<file path="src/rtl/dmd_frame_timing_gen_if.sv">
// Frame timing bundle between the timing generator (master) and the
// WPS pixel sender (slave). Trigger and offset flow toward the master.
// Timing, status and the latched offset flow back to the slave.
interface dmd_frame_timing_gen_if;
  logic        frame_trig;
  logic [23:0] left_offset_in;
  logic        frame_busy;
  logic        h_sync;
  logic        v_sync;
  logic        de;
  logic        de_first_offset_line;
  logic [23:0] display_video_left_offset;
  logic        frame_done;
  logic [15:0] frame_count;

  modport master (
    input  frame_trig,
    input  left_offset_in,
    output frame_busy,
    output h_sync,
    output v_sync,
    output de,
    output de_first_offset_line,
    output display_video_left_offset,
    output frame_done,
    output frame_count
  );

  modport slave (
    output frame_trig,
    output left_offset_in,
    input  frame_busy,
    input  h_sync,
    input  v_sync,
    input  de,
    input  de_first_offset_line,
    input  display_video_left_offset,
    input  frame_done,
    input  frame_count
  );
endinterface

</file>
<file path="src/rtl/dmd_frame_timing_gen.sv">
// Single-shot DMD frame timing generator. Each trigger accepted in IDLE
// produces exactly one frame of h_sync / v_sync / de. The leading
// OFFSET_LINES active lines are flagged, and the left-offset pixel
// value is latched for the sender. Every output comes straight from a flop.
module dmd_frame_timing_gen #(
  parameter int H_SYNC       = 4,
  parameter int H_BP         = 8,
  parameter int H_ACTIVE     = 82,
  parameter int H_FP         = 6,
  parameter int V_SYNC       = 2,
  parameter int V_BP         = 3,
  parameter int V_ACTIVE     = 1081,
  parameter int V_FP         = 4,
  parameter int OFFSET_LINES = 1
) (
  input  logic                   clk,
  input  logic                   rst_n,
  dmd_frame_timing_gen_if.master vid
);

  localparam int H_TOTAL = H_SYNC + H_BP + H_ACTIVE + H_FP;
  localparam int V_TOTAL = V_SYNC + V_BP + V_ACTIVE + V_FP;

  // Geometry limits: 12-bit counters, and each sync/porch must be non-empty
  // so that every frame starts with a sync edge and ends with de low.
  if (H_TOTAL > 4095 || V_TOTAL > 4095) begin : g_bad_total
    $error("dmd_frame_timing_gen: H_TOTAL or V_TOTAL exceeds 4095");
  end
  if (H_SYNC < 1 || H_FP < 1 || V_SYNC < 1 || V_FP < 1) begin : g_bad_min
    $error("dmd_frame_timing_gen: H_SYNC, H_FP, V_SYNC and V_FP must be >= 1");
  end
  if (OFFSET_LINES < 0 || OFFSET_LINES > V_ACTIVE) begin : g_bad_offset
    $error("dmd_frame_timing_gen: OFFSET_LINES must lie in 0..V_ACTIVE");
  end

  // Counter end points and decode windows, all sized to the counters.
  localparam logic [11:0] H_LAST      = 12'(H_TOTAL - 1);
  localparam logic [11:0] V_LAST      = 12'(V_TOTAL - 1);
  localparam logic [11:0] H_SYNC_END  = 12'(H_SYNC);
  localparam logic [11:0] H_DE_START  = 12'(H_SYNC + H_BP);
  localparam logic [11:0] H_DE_END    = 12'(H_SYNC + H_BP + H_ACTIVE);
  localparam logic [11:0] V_SYNC_END  = 12'(V_SYNC);
  localparam logic [11:0] V_ACT_START = 12'(V_SYNC + V_BP);
  localparam logic [11:0] V_ACT_END   = 12'(V_SYNC + V_BP + V_ACTIVE);
  localparam logic [11:0] V_OFF_END   = 12'(V_SYNC + V_BP + OFFSET_LINES);

  typedef enum logic {
    ST_IDLE = 1'b0,
    ST_RUN  = 1'b1
  } state_e;

  state_e      state_q, state_d;
  logic [11:0] h_cnt_q, h_cnt_d;
  logic [11:0] v_cnt_q, v_cnt_d;
  logic [23:0] offset_q, offset_d;
  logic [15:0] count_q, count_d;
  logic        done_q, done_d;
  logic        busy_q, busy_d;
  logic        h_sync_q, h_sync_d;
  logic        v_sync_q, v_sync_d;
  logic        de_q, de_d;
  logic        de_off_q, de_off_d;
  logic        line_active_d;
  logic        h_active_d;

  // Next state, counter stepping, trigger acceptance and frame-end bookkeeping.
  always_comb begin
    // NOTE: every signal gets a default before the case so no path can
    // leave it unassigned, which would otherwise infer a latch.
    state_d  = state_q;
    h_cnt_d  = h_cnt_q;
    v_cnt_d  = v_cnt_q;
    offset_d = offset_q;
    count_d  = count_q;
    done_d   = 1'b0;

    case (state_q)
      ST_IDLE: begin
        if (vid.frame_trig) begin
          state_d  = ST_RUN;
          h_cnt_d  = '0;
          v_cnt_d  = '0;
          offset_d = vid.left_offset_in;
        end
      end
      ST_RUN: begin
        // Triggers are deliberately ignored here: no queuing of frames.
        if (h_cnt_q == H_LAST) begin
          h_cnt_d = '0;
          if (v_cnt_q == V_LAST) begin
            state_d = ST_IDLE;
            v_cnt_d = '0;
            done_d  = 1'b1;
            count_d = count_q + 16'd1;
          end else begin
            v_cnt_d = v_cnt_q + 12'd1;
          end
        end else begin
          h_cnt_d = h_cnt_q + 12'd1;
        end
      end
      default: state_d = ST_IDLE;
    endcase
  end

  // Output decode from the next-cycle position, so the registered outputs
  // line up with the counters they describe.
  always_comb begin
    busy_d        = (state_d == ST_RUN);
    line_active_d = (v_cnt_d >= V_ACT_START) && (v_cnt_d < V_ACT_END);
    h_active_d    = (h_cnt_d >= H_DE_START) && (h_cnt_d < H_DE_END);
    h_sync_d      = busy_d && (h_cnt_d < H_SYNC_END);
    v_sync_d      = busy_d && (v_cnt_d < V_SYNC_END);
    de_d          = busy_d && line_active_d && h_active_d;
    de_off_d      = de_d && (v_cnt_d < V_OFF_END);
  end

  // State, counters and registered outputs; synchronous reset aborts a frame.
  always_ff @(posedge clk) begin
    // NOTE: sequential state uses non-blocking assignments so every flop
    // samples the pre-edge values, independent of statement order.
    if (!rst_n) begin
      state_q  <= ST_IDLE;
      h_cnt_q  <= '0;
      v_cnt_q  <= '0;
      offset_q <= '0;
      count_q  <= '0;
      done_q   <= 1'b0;
      busy_q   <= 1'b0;
      h_sync_q <= 1'b0;
      v_sync_q <= 1'b0;
      de_q     <= 1'b0;
      de_off_q <= 1'b0;
    end else begin
      state_q  <= state_d;
      h_cnt_q  <= h_cnt_d;
      v_cnt_q  <= v_cnt_d;
      offset_q <= offset_d;
      count_q  <= count_d;
      done_q   <= done_d;
      busy_q   <= busy_d;
      h_sync_q <= h_sync_d;
      v_sync_q <= v_sync_d;
      de_q     <= de_d;
      de_off_q <= de_off_d;
    end
  end

  assign vid.frame_busy                = busy_q;
  assign vid.h_sync                    = h_sync_q;
  assign vid.v_sync                    = v_sync_q;
  assign vid.de                        = de_q;
  assign vid.de_first_offset_line      = de_off_q;
  assign vid.display_video_left_offset = offset_q;
  assign vid.frame_done                = done_q;
  assign vid.frame_count               = count_q;

endmodule

</file>
<file path="src/flat_wrapper.sv">
// flat-port wrapper written by rule: the top's interface ports become plain ports
module dmd_frame_timing_gen_flat 
#(
  parameter int H_SYNC       = 4,
  parameter int H_BP         = 8,
  parameter int H_ACTIVE     = 82,
  parameter int H_FP         = 6,
  parameter int V_SYNC       = 2,
  parameter int V_BP         = 3,
  parameter int V_ACTIVE     = 1081,
  parameter int V_FP         = 4,
  parameter int OFFSET_LINES = 1
)
  (clk, rst_n, vid_frame_trig, vid_left_offset_in, vid_frame_busy, vid_h_sync, vid_v_sync, vid_de, vid_de_first_offset_line, vid_display_video_left_offset, vid_frame_done, vid_frame_count);
  dmd_frame_timing_gen_if vid_i ();
  input  logic clk;
  input  logic rst_n;
  input wire logic [$bits(vid_i.frame_trig)-1:0] vid_frame_trig;
  input wire logic [$bits(vid_i.left_offset_in)-1:0] vid_left_offset_in;
  output wire logic [$bits(vid_i.frame_busy)-1:0] vid_frame_busy;
  output wire logic [$bits(vid_i.h_sync)-1:0] vid_h_sync;
  output wire logic [$bits(vid_i.v_sync)-1:0] vid_v_sync;
  output wire logic [$bits(vid_i.de)-1:0] vid_de;
  output wire logic [$bits(vid_i.de_first_offset_line)-1:0] vid_de_first_offset_line;
  output wire logic [$bits(vid_i.display_video_left_offset)-1:0] vid_display_video_left_offset;
  output wire logic [$bits(vid_i.frame_done)-1:0] vid_frame_done;
  output wire logic [$bits(vid_i.frame_count)-1:0] vid_frame_count;
  assign vid_i.frame_trig = vid_frame_trig;
  assign vid_i.left_offset_in = vid_left_offset_in;
  assign vid_frame_busy = vid_i.frame_busy;
  assign vid_h_sync = vid_i.h_sync;
  assign vid_v_sync = vid_i.v_sync;
  assign vid_de = vid_i.de;
  assign vid_de_first_offset_line = vid_i.de_first_offset_line;
  assign vid_display_video_left_offset = vid_i.display_video_left_offset;
  assign vid_frame_done = vid_i.frame_done;
  assign vid_frame_count = vid_i.frame_count;
  dmd_frame_timing_gen #(.H_SYNC(H_SYNC), .H_BP(H_BP), .H_ACTIVE(H_ACTIVE), .H_FP(H_FP), .V_SYNC(V_SYNC), .V_BP(V_BP), .V_ACTIVE(V_ACTIVE), .V_FP(V_FP), .OFFSET_LINES(OFFSET_LINES)) u_core (.clk(clk), .rst_n(rst_n), .vid(vid_i));
endmodule
</file>
<file path="config.mk">
export PLATFORM = sky130hd
export DESIGN_NAME = dmd_frame_timing_gen_flat
export DESIGN_NICKNAME = d
export VERILOG_FILES = /design/src/rtl/dmd_frame_timing_gen_if.sv /design/src/rtl/dmd_frame_timing_gen.sv /design/src/flat_wrapper.sv
export SDC_FILE = /design/constraint.sdc
export NUM_CORES = 1
export LEC_CHECK = 0
export BUFFER_PORTS_ARGS = -buffer_cell sky130_fd_sc_hd__buf_2
export CORE_ASPECT_RATIO = 1.2
export CORE_UTILIZATION = 55
export CTS_CLUSTER_DIAMETER = 40
export CTS_CLUSTER_SIZE = 20
export DETAILED_ROUTE_END_ITERATION = 16
export HOLD_SLACK_MARGIN = 0.02
export PLACE_DENSITY_LB_ADDON = 0.15
export SLEW_MARGIN = 10
export SYNTH_ARGS = -nofsm -noshare
export SYNTH_HDL_FRONTEND = slang
export SYNTH_SLANG_ARGS = --single-unit
</file>
<file path="constraint.sdc">
create_clock -name clk -period 5 [get_ports clk]
set_clock_uncertainty 0.05 [all_clocks]
set_input_delay 0.75 -clock clk [delete_from_list [all_inputs] [get_ports clk]]
set_output_delay 0.75 -clock clk [all_outputs]
set_load 0.005 [all_outputs]
</file>
; ---- Word level (Yosys, flattened, before mapping)
; Index checks and enable logic that the tools add are counted.
; W data, S select, Z words.
[totals]
reg_bits = 70
input_bits = 27
[classes]
reduce_logical = 10
mux = 12
order_cmp = 7
n_addsub = 3
bitwise = 1
n_eq_ne = 2
[op_table]
columns = op, n
row1 = $mux W12, 5
row2 = $pmux W12 S2, 2
row3 = $add A12 B1 Y12 const B, 2
row4 = $lt A12 B3 Y1 const B, 2
row5 = $add A16 B1 Y16 const B, 1
row6 = $eq A12 B11 Y1 const B, 1
row7 = $eq A12 B7 Y1 const B, 1
row8 = $ge A12 B3 Y1 const B, 1
row9 = $ge A12 B4 Y1 const B, 1
row10 = $lt A12 B11 Y1 const B, 1
row11 = $lt A12 B2 Y1 const B, 1
row12 = $lt A12 B7 Y1 const B, 1
row13 = $logic_and A1 B1 Y1, 7
row14 = $reduce_and A3 Y1, 2
row15 = $mux W1, 4
row16 = $pmux W1 S2, 1
row17 = $reduce_and A2 Y1, 1
row18 = $not A1 Y1, 1

; ---- Depth between registers and ports, before layout
[logic_depth]
ltp_word = 9
mapped_depth = 10
mapped_depth_nobuf = 9

; ---- Worst setup path after synthesis
; OpenSTA, ideal clock, no wires.
[synth_path]
path_kind = in2reg
startpoint = input vid_frame_trig
endpoint = register u_core.de_q (netlist: u_core.vid.de)
cell_stages = 8
n_path_buf = 1
required_time_ns = 4.831
arrival_time_ns = 2.314
slack_ns = 2.518
path_cell_list = nor2b_1 -> clkbuf_1 -> a31oi_1 -> o21a_1 -> a31oi_1 -> nand4_1 -> or3_1 -> o221a_1
[synth_via]
elab_chain_len = 6
[synth_rtl]
columns = element, line
row1 = "start, declared", flat_wrapper.sv:18  ; input wire logic [$bits(vid_i.frame_trig)-1:0] vid_frame_trig;
row2 = $mux W12, dmd_frame_timing_gen.sv:79  ; if (vid.frame_trig) begin
row3 = $pmux W12 S2, dmd_frame_timing_gen.sv:77  ; case (state_q)
row4 = $ge A12 B3 Y1 / $lt A12 B11 Y1 (equally long branches), dmd_frame_timing_gen.sv:110  ; line_active_d = (v_cnt_d >= V_ACT_START) && (v_cnt_d < V_ACT_END);
row5 = $logic_and A1 B1 Y1, dmd_frame_timing_gen.sv:110
row6 = $logic_and A1 B1 Y1, dmd_frame_timing_gen.sv:114  ; de_d = busy_d && line_active_d && h_active_d;
row7 = $logic_and A1 B1 Y1 *, dmd_frame_timing_gen.sv:114
row8 = "end signal, assigned", dmd_frame_timing_gen.sv:132  ; de_q <= 1'b0;
row9 = "end signal, assigned", dmd_frame_timing_gen.sv:144  ; de_q <= de_d;
row10 = "end, declared", dmd_frame_timing_gen.sv:61  ; logic de_q, de_d;
; Mark *: on every way between the ends. The rest lies on a longest branch, timed or not.
; A chain may end at the register's enable or synchronous reset.

; ---- Worst setup path after layout
[layout_path]
startpoint = register u_core.state_q
endpoint = register u_core.de_q (netlist: u_core.vid.de)
[layout_via]
elab_chain_len = 6
[layout_rtl]
columns = element, line
row1 = "start, declared", dmd_frame_timing_gen.sv:52  ; state_e state_q, state_d;
row2 = "start signal, assigned", dmd_frame_timing_gen.sv:135  ; state_q <= state_d;
row3 = $not A1 Y1, dmd_frame_timing_gen.sv:77
row4 = $pmux W12 S2, dmd_frame_timing_gen.sv:77
row5 = $ge A12 B3 Y1 / $lt A12 B11 Y1 (equally long branches), dmd_frame_timing_gen.sv:110
row6 = $logic_and A1 B1 Y1, dmd_frame_timing_gen.sv:110
row7 = $logic_and A1 B1 Y1, dmd_frame_timing_gen.sv:114
row8 = $logic_and A1 B1 Y1 *, dmd_frame_timing_gen.sv:114
; Marks and branches as above.

==> qor.csv <==
metric;value;unit
routed_wl;8070;um
synth_area;3360;um2
fin_cells;563;
p_int;879;uW
hold_path.class;flop to flop;
power.switching;271;uW
rsz0062_at_grt;no;
cts_tree;done;
synthToLayoutAreaGrowth;17.2;%
max_cap_violations;0;
startpoint_type;flop;
ant_nets;0;
clk_path_buf_depth;2;
fin_crit_sh;62.8;%
wl_per_cell;14.3;um
gr-total-overflow;0;
final_common_cell;buf_2;
gp_congestion;0.894;
multiInputGateArea;1810;um2
grt_pass1_wl;13000;um
dieWidth;73.4;um
outcome;finished, final reports clean;
ys_seq_area_share;41.7;%
initial_core_util;58.1;%
syn_nets;446;
setup_viol;0;
num_vias;3262;
root_buffer;clkbuf_8;
drt_first_pass_iters;5;
synth-main-ff-cell;dfxtp_1;
ctsResizeCount;0;
p_leak;1.60;nW
first_global_vias;2889;
clock_latency;0.34;ns
ys_seq_elements;70;
layout.nets;510;
synth_edf_count;0;
setup-tns-final;0;ns
synthCells;415;
core_area;5780;um2
rows;30;
post_dp_cell_area;3730;um2
dp_cells;548;
crit_path_end_kind;flop;
comb_power_share;6.7;%
drc;0;
sequentialPowerShare;50.4;%
grt_max_degree;55;
slew_viol_final;0;
cp_max_fo;27;
ios;73;
min_period;3.14;ns
antenna_found_initial;0;
postCtsSetupRepairBufs;0;
dp_hpwl;5520;um
fmax;0.318;GHz
final_hold_viol_count;0;
yosysWarnings;0;
cts.sinks;70;
pwr-share-clk;42.9;%
async_flop_share;0;%
power_density;292;nW/um2
final_cell_mix;72 x buf_2, 70 x dfxtp_1, 67 x nand2_1;
clk_pin_slew;0.08;ns
dieArea;6430;um2
diodes;0;
worst_slew_pin_slew;1.06;ns
viasPerCell;5.79;
stdcell_area;3940;um2
hold_buffers;0;
drive_above_1_share;22.4;%
htreeDepth;3;
die_y;87.6;um
numCtsBuffers;9;
max-vdd-ir-drop;0.000151;V
swShare;23.5;%
initialDrtViolationCount;195;
crit_required;5.17;ns
io_buffer_count;72;
synth.distinct_cells;62;
arrival;3.31;ns
fillers;526;
register_area;1400;um2
synth.avg_cell_area;8.10;um2
grt.total_usage;26.0;%
crit_type;flop to flop;
relSlewSlack;29.0;%
path summary, 6_finish.rpt:
path                                                         from                                                   end  slack, ns  cells past startpoint
max                                     u_core.state_q$_SDFF_PN0_                              u_core.vid.de$_SDFF_PN0_       1.86                      7
min          u_core.vid.display_video_left_offset[8]$_SDFFE_PN0P_  u_core.vid.display_video_left_offset[8]$_SDFFE_PN0P_       0.40                      2
max reg2reg                             u_core.state_q$_SDFF_PN0_                              u_core.vid.de$_SDFF_PN0_       1.86                      7
min reg2reg  u_core.vid.display_video_left_offset[8]$_SDFFE_PN0P_  u_core.vid.display_video_left_offset[8]$_SDFFE_PN0P_       0.40                      2
cell families after synthesis:
| logic type | count (synthesis) | synth area share [%] |
|---|---|---|
| flip-flops | 70 | 41.7 |
| multiplexers | 2 | 0.633 |
| XOR/XNOR | 14 | 3.65 |
| AO/OA/AOI/OAI | 91 | 17.2 |
| buffers and inverters | 35 | 4.62 |
| AND/OR/NAND/NOR | 199 | 30.7 |
| adder cells (fa/ha/maj) | 4 | 1.49 |
power groups by stage:
stage | clock network [mW] | logic [mW] | registers (mW)
after floorplan | 0 | 0.0456 | 0.592
after global placement | 0 | 0.0759 | 0.592
after detailed placement | 0 | 0.0768 | 0.593
after CTS | 0.499 | 0.0772 | 0.579
after global routing | 0.527 | 0.0856 | 0.581
final | 0.493 | 0.0771 | 0.580
Yosys cell counts (2+ instances only):
| library cell | n | area [um2] |
|---|---|---|
| o21ai_0 | 16 | 80.1 |
| o21a_1 | 2 | 15.0 |
| and4b_1 | 2 | 20.0 |
| nand4_1 | 6 | 37.5 |
| nor4_1 | 5 | 31.3 |
| and3_2 | 4 | 30.0 |
| dfxtp_1 | 70 | 1400 |
| a32oi_1 | 2 | 17.5 |
| nor2_1 | 35 | 131 |
| a21oi_1 | 33 | 165 |
| or4_1 | 4 | 30.0 |
| and3_1 | 8 | 50.1 |
| a31o_2 | 2 | 17.5 |
| nand3_1 | 17 | 85.1 |
| inv_1 | 14 | 52.6 |
| ha_1 | 4 | 50.1 |
| nor2b_1 | 2 | 12.5 |
| nor4b_2 | 2 | 30.0 |
| nor3_1 | 13 | 65.1 |
| nand2b_1 | 2 | 12.5 |
| inv_2 | 2 | 7.51 |
| o22ai_1 | 4 | 25.0 |
| a31oi_1 | 12 | 75.1 |
| xnor2_1 | 10 | 87.6 |
| and2_1 | 13 | 81.3 |
| clkbuf_1 | 14 | 52.6 |
| nand2_1 | 67 | 251 |
| buf_6 | 3 | 33.8 |
| xor2_1 | 4 | 35.0 |
| or3_1 | 7 | 43.8 |
| a211oi_1 | 3 | 22.5 |
| nor3b_1 | 3 | 22.5 |
per-stage QoR:
stage	hold slack (ns)	setup slack [ns]	utilization, %	total power, mW
detailed placement	0.395	1.61	64.5	0.669
finish	0.404	1.86	68.2	1.15
CTS	0.405	1.91	68.2	1.16
floorplan	0.403	2.52	-	0.638
global route	0.422	1.72	68.2	1.19
global placement	0.388	1.70	64.5	0.668
registers in the layout, summed over array words and instances (netlist names), 12 cells and up:
name / flops
u_core.h_cnt_q: 12
u_core.vid.frame_count: 16
u_core.vid.display_video_left_offset: 24
u_core.v_cnt_q: 12
area by class of cell:
class / instances / share of cell area, %
clock buffer: 9 / 3.14
clock inverter: 6 / 2.22
inverter: 16 / 1.52
multi-input combinational: 310 / 45.9
sequential: 70 / 35.6
tap: 80 / 2.54
timing repair buffer: 72 / 9.15
per-layer routing:
layer	GRT usage, %	wire (um)	vias to the layer above
li1	-	-	1605
met4	12.6	175	0
met3	5.52	465	20
met1	31.0	3580	1518
met2	44.3	3840	119
met5	0	0	-
worst max-delay path, cell delays in order (launching register included):
cell	delay (ns)
dfxtp_1	0.52
nor2b_2	0.91
a31oi_1	0.25
o21a_1	0.26
a31oi_1	0.27
nand4_1	0.15
or3_1	0.34
o221a_1	0.27
Note: power is estimated with default switching activity, not from simulation.
